[config.mk]
export PLATFORM = sky130hd
export DESIGN_NAME = param_hist_reg
export DESIGN_NICKNAME = d
export VERILOG_FILES = /design/src/rtl/param_hist_reg.sv
export SDC_FILE = /design/constraint.sdc
export NUM_CORES = 1
export LEC_CHECK = 0
export ABC_CLOCK_PERIOD_IN_PS = 3300
export CORE_MARGIN = 2
export CORE_UTILIZATION = 50
export CTS_CLUSTER_DIAMETER = 60
export CTS_CLUSTER_SIZE = 25
export DETAILED_ROUTE_END_ITERATION = 12
export GPL_TIMING_DRIVEN = 0
export HOLD_SLACK_MARGIN = 0.02
export PLACE_DENSITY = 0.8
export SYNTH_ARGS = -nofsm -noshare
export SYNTH_HDL_FRONTEND = slang
export SYNTH_SLANG_ARGS = --single-unit
[constraint.sdc]
create_clock -name clk -period 3.3 [get_ports clk]
set_clock_uncertainty 0.05 [all_clocks]
set_input_delay 0.495 -clock clk [delete_from_list [all_inputs] [get_ports clk]]
set_output_delay 0.495 -clock clk [all_outputs]
set_load 0.05 [all_outputs]
[src/rtl/param_hist_reg.sv]
// Multi-mode WIDTH-bit state register (hold/load/shift/clear) that keeps a
// DEPTH-deep history of its previous values and flags each value change.
module param_hist_reg #(
    parameter int WIDTH = 8,
    parameter int DEPTH = 4,
    parameter int SELW  = (DEPTH > 1) ? $clog2(DEPTH) : 1,
    parameter int CNTW  = $clog2(DEPTH + 1)
) (
    input  logic             clk,
    input  logic             arst,
    input  logic             sclr,
    input  logic [1:0]       mode,
    input  logic [WIDTH-1:0] din,
    input  logic             sin,
    input  logic [SELW-1:0]  hist_sel,
    output logic [WIDTH-1:0] dout,
    output logic [WIDTH-1:0] hist_dout,
    output logic [WIDTH-1:0] oldest,
    output logic             ser_out,
    output logic             changed,
    output logic [CNTW-1:0]  hist_cnt,
    output logic             hist_full
);

    localparam logic [1:0] MODE_HOLD = 2'b00;
    localparam logic [1:0] MODE_LOAD = 2'b01;
    localparam logic [1:0] MODE_SHL  = 2'b10;

    logic [WIDTH-1:0] r_q;
    logic [WIDTH-1:0] r_hist [DEPTH];
    logic             r_ser;
    logic             r_changed;
    logic [CNTW-1:0]  r_cnt;

    logic             w_upd;
    logic [WIDTH-1:0] w_nq;
    logic             w_nser;
    logic [WIDTH-1:0] w_hist_mux;

    always_comb begin
        w_upd  = sclr || (mode != MODE_HOLD);
        w_nq   = r_q;
        w_nser = r_ser;
        if (sclr) begin
            w_nq   = '0;
            w_nser = 1'b0;
        end else if (mode == MODE_LOAD) begin
            w_nq = din;
        end else if (mode == MODE_SHL) begin
            w_nq   = {r_q[WIDTH-2:0], sin};
            w_nser = r_q[WIDTH-1];
        end else if (mode != MODE_HOLD) begin
            w_nq   = {sin, r_q[WIDTH-1:1]};
            w_nser = r_q[0];
        end
    end

    // History is pushed on every update cycle, even when the value is unchanged.
    always_ff @(posedge clk or posedge arst) begin
        if (arst) begin
            r_q       <= '0;
            r_ser     <= 1'b0;
            r_changed <= 1'b0;
            r_cnt     <= '0;
            for (int i = 0; i < DEPTH; i++) begin
                r_hist[i] <= '0;
            end
        end else begin
            r_changed <= w_upd && (w_nq != r_q);
            if (w_upd) begin
                r_q       <= w_nq;
                r_ser     <= w_nser;
                r_hist[0] <= r_q;
                for (int i = 1; i < DEPTH; i++) begin
                    r_hist[i] <= r_hist[i-1];
                end
                if (r_cnt != CNTW'(DEPTH)) begin
                    r_cnt <= r_cnt + 1'b1;
                end
            end
        end
    end

    // Out-of-range selects read zero; a single-entry history ignores the select.
    always_comb begin
        w_hist_mux = '0;
        for (int i = 0; i < DEPTH; i++) begin
            if ((DEPTH == 1) || (hist_sel == SELW'(i))) begin
                w_hist_mux = r_hist[i];
            end
        end
    end

    assign dout      = r_q;
    assign hist_dout = w_hist_mux;
    assign oldest    = r_hist[DEPTH-1];
    assign ser_out   = r_ser;
    assign changed   = r_changed;
    assign hist_cnt  = r_cnt;
    assign hist_full = (r_cnt == CNTW'(DEPTH));

endmodule

Yosys cells after proc, flatten, opt, wreduce, memory -nomap -nowiden
Index checks and enable logic that the tools add are counted.
- add/subtract/negate cells: 1
- multipliers: 0
- div/mod/pow operators: 0
- $lt $le $gt $ge: 0
- eq/ne operators: 9
- shift-type cells: 0
- mux-type cells: 12
- bitwise gates (word level): 0
- reductions and logical operators: 7
- operators by type and width (cell ; count):
    8-bit 2-to-1 mux ; 8
    8-bit inequality test ; 1
    2-bit == test (second input constant) ; 3
    2-bit by 1-bit == test with 1-bit output (second input constant) ; 2
    1-bit 2-to-1 mux ; 4
    3-bit by 1-bit adder with 3-bit output (second input constant) ; 1
    3-bit == test (second input constant) ; 1
    3-bit inequality test (second input constant) ; 1
    3-bit AND reduction ; 1
    3-bit nonzero test ; 1
    2-bit zero test ; 1
    2-bit inequality test (second input constant) ; 1
    2-bit AND reduction ; 1
    2-bit nonzero test ; 1
    1-bit logical AND ; 1
    1-bit logical OR ; 1
- register bits after elaboration: 45
- latch bits: 0
- memory bits (writable): 0
- memory bits (read-only): 0
- input bits: 16
- output and inout bits: 30
- word-level logic and storage cells: 37
- memories kept: 0

Depth between registers and ports, before layout
- word-level depth: 7
- gate-level depth with buffers: 6
- depth with buffers taken out: 6

Worst setup path before layout
OpenSTA, ideal clock, no wires.
- path kind: input to output
- start: input hist_sel[0]
- end: output hist_dout[7]
- data arrival time: 1480 ps
- data required time: 2755 ps
- path slack: 1275 ps
- stages: 2
- buffers on the path: 1
- cells stage by stage: clkbuf_1 > mux4_2
- cells in the longest elaborated chain, start to end: 5
- elaborated cells between the ends (all ways): 8
- classes of those cells: 3 x eq/ne; 4 x mux; 1 x reduce/logical
- ends and longest elaborated chain (item ; line ; text):
    start, declared ; 15 ; input logic [SELW-1:0] hist_sel,
    2-bit zero test ; 88 ; if ((DEPTH == 1) || (hist_sel == SELW'(i))) begin
    8-bit 2-to-1 mux (3 in series) ; 88 ;
    8-bit 2-to-1 mux * ; 88 ;
    end, declared ; 17 ; output logic [WIDTH-1:0] hist_dout,
Mark *: on every way between the ends. The rest lies on a longest branch, timed or not.

Final worst setup path
Ends and elaborated chain as after synthesis.

==> impl_metrics.csv <==
group,metric,value,unit
run_status,run_status,"finished, final reports clean",
sta,tightest_slew,0.608,ns
pwr,combPwrFrac,0.375,
clock_network,htree_levels,2,
sta,max_freq,0.357,GHz
pwr,p_int,1.00,mW
route,totalWireLength,4.91,mm
layout,fin_cells,313,
layout,nFillCells,370,
clock_network,clock-sinks,45,
global_route,grt.total_usage,0.196,
sta,fin_crit,2.80,ns
placed_design,place_ws,0.529,ns
critical_path,critical_path_arrival,2.25,ns
sta,setup_viol,0,
sta,setup_ws,0.501,ns
logic_synthesis,synth_seq_area_share,0.460,
pwr,p_sw,570,uW
logic_synthesis,syn_avg_cell_area,12.5,sq um
global_route,grt.overflow.total,0,
sta,final-hold-violation-count,0,
logic_synthesis,synthFlopType,"dfrtp_1",
logic_synthesis,ys_seq_elements,45,
floorplanning,ios,46,
clock_network,postCtsSetupRepairBufs,0,
sta,slew_headroom,0.595,
critical_path,cp.required,2.75,ns
layout,area_growth,25.1,%
clock_network,cts_buffers,5,
clock_network,cts_buffer_depth,2,
logic_synthesis,syn_area,2450,sq um
pwr,p_leak,1.36,nW
pwr,clockPowerShare,0.196,
flow_run,cap_viol_max_count,0,
logic_synthesis,synth-simple-area-share,0.0715,
global_route,grt_pass1_vias,1629,
logic_synthesis,ys_warn_count,0,
critical_path,path_cells,"clkbuf_1 > mux4_2 > clkdlybuf4s50_1",
placed_design,dp_cells,307,
sta,drv_slew,0,
pwr,sw_frac_of_total,0.363,
floorplanning,dieArea,5480,sq um
logic_synthesis,synth_compound_area_frac,0.0919,
critical_path,slowest_delay,0.71,ns
layout,antennaDiodeCount,0,
logic_synthesis,synth_top_family_by_area,"multiplexers",
clock_network,insertion_delay,0.30,ns
critical_path,cpMaxStageDelayCell,"clkdlybuf4s50_1",
global_route,antenna_found_initial,0,
critical_path,worstSetupPathType,"in2out",
logic_synthesis,synth_edf_count,0,
critical_path,crit_buf_inv,2,
logic_synthesis,synthMuxAreaShare,0.285,
clock_network,tritoncts,"yes",
floorplanning,die_w,74.0,microns
logic_synthesis,synth_cell_types,41,
route,dr.first_iter.drc_count,102,
pwr,p_per_area,513,nW/um^2
global_route,grt_max_degree,24,
floorplanning,die_h,74.0,microns
critical_path,start_kind,"primary input",
critical_path,crit_family,"buffers and inverters",
logic_synthesis,synth_cells,196,
sta,rsz0062_at_grt,"false",
route,drcViolationCount,0,
logic_synthesis,synthAdderAreaFrac,0.0102,
sta,period_share,0.848,
logic_synthesis,synthXorXnorAreaFrac,0.0143,
layout,mostFrequentLayoutCells,"45 x dfrtp_1, 43 x clkdlybuf4s50_1, 33 x mux2_2",
logic_synthesis,syn_nets,214,
route,ant_nets,0,
pwr,peakVddDrop,0.566,mV
route,avgRoutedWirePerCell,15.7,microns
layout,layout_commonest_cell,"dfrtp_1",
route,vias,1735,
route,vias_per_cell,5.54,
placed_design,post-dp-hpwl,3.56,mm
critical_path,crit_path_end_kind,"output pin",
placed_design,place_congestion,0.892,
clock_network,cts_resized,0,
logic_synthesis,async_reset_ff_frac,1.00,
layout,layout.nets,265,
hold_path,hp-class,"reg2reg",
floorplanning,core_area,4720,sq um
placed_design,io_buffers,43,
floorplanning,initial_core_util,0.519,
floorplanning,core.rowCount,25,
route,first_pass_iters,4,
critical_path,path_max_fanout,8,
pwr,pwr-share-seq,0.429,
clock_network,hold_buffers,0,
layout,drive_gt1_frac,0.293,
global_route,grt_pass1_wl,8.01,mm
clock_network,clockRootBuffer,"clkbuf_8",
clock_network,path_clk_slew,0.08,ns
sta,setup_tns,0,ns
-- metal layers --
layer	up-vias	track usage	wire length, microns
met5	-	0	0
met4	0	0.0606	62
met3	6	0.0447	268
met2	51	0.302	2350
met1	868	0.278	2220
li1	810	-	-
-- Yosys cell counts (2+ instances only) --
cell type	number	share of area
dfrtp_1	45	0.46
mux2_2	33	0.15
buf_4	11	0.034
mux4_2	10	0.092
nand2_1	10	0.015
mux2i_1	9	0.037
o21ai_0	8	0.016
a21oi_1	6	0.012
buf_2	6	0.012
inv_1	6	0.0092
nor2_1	6	0.0092
a211oi_1	5	0.015
xnor2_1	4	0.014
and2_1	3	0.0077
a221oi_1	2	0.0072
a2bb2oi_1	2	0.0072
buf_6	2	0.0092
clkbuf_1	2	0.0031
ha_1	2	0.010
nand3_1	2	0.0041
nor2b_1	2	0.0051
-- registers in the layout (all words and copies together) (netlist names) --
| signal | count |
|---|---|
| hist_cnt | 3 |
| changed | 1 |
| ser_out | 1 |
| r_hist | 24 |
| dout | 8 |
| oldest | 8 |
-- power by group through the flow --
stage                     Combinational, mW  Clock, mW  Sequential, mW
after global routing                  0.629      0.341           0.685
after global placement                0.576          0           0.681
after detailed placement              0.592          0           0.684
final                                 0.590      0.308           0.673
after CTS                             0.595      0.317           0.674
after floorplan                       0.322          0           0.766
-- path summary, 6_finish.rpt --
kind	from	cells past startpoint	slack, ns	endpoint
setup / recovery	hist_sel[0]	3	0.50	hist_dout[7]
hold / removal	hist_cnt[2]	1	0.46	hist_cnt[2]
setup reg to reg	dout[5]	6	1.40	changed
hold reg to reg	hist_cnt[2]	1	0.46	hist_cnt[2]
max in group asynchronous	arst	3	2.19	dout[1]
min in group asynchronous	arst	2	0.51	r_hist[22]
-- cell families after synthesis --
family,count (synthesis)
AO/OA/AOI/OAI,33
multiplexers,53
adder cells (fa/ha/maj),2
AND/OR/NAND/NOR,32
buffers and inverters,27
flip-flops,45
XOR/XNOR,4
-- stage by stage --
| stage | area (sq um) | hold WS (ns) | power, mW | utilization |
|---|---|---|---|---|
| after floorplan | 2450 | 0.413 | 1.09 | - |
| after global placement | 2960 | 0.437 | 1.26 | 0.628 |
| after detailed placement | 2990 | 0.438 | 1.28 | 0.633 |
| after CTS | 3070 | 0.459 | 1.59 | 0.649 |
| after global routing | 3070 | 0.498 | 1.65 | 0.649 |
| final | 3070 | 0.460 | 1.57 | 0.649 |
-- layout make-up --
cell class	count	area, sq um	area share
plain buffers	21	143	0.0465
inverters	6	22.5	0.00735
multi-input cells	124	1160	0.378
flip-flops and latches	45	1130	0.367
well taps	67	83.8	0.0273
clock buffers	5	68.8	0.0224
repair buffers	44	458	0.149
clock inverters	1	5.00	0.00163
No activity file was read; power rests on OpenSTA's default activity.
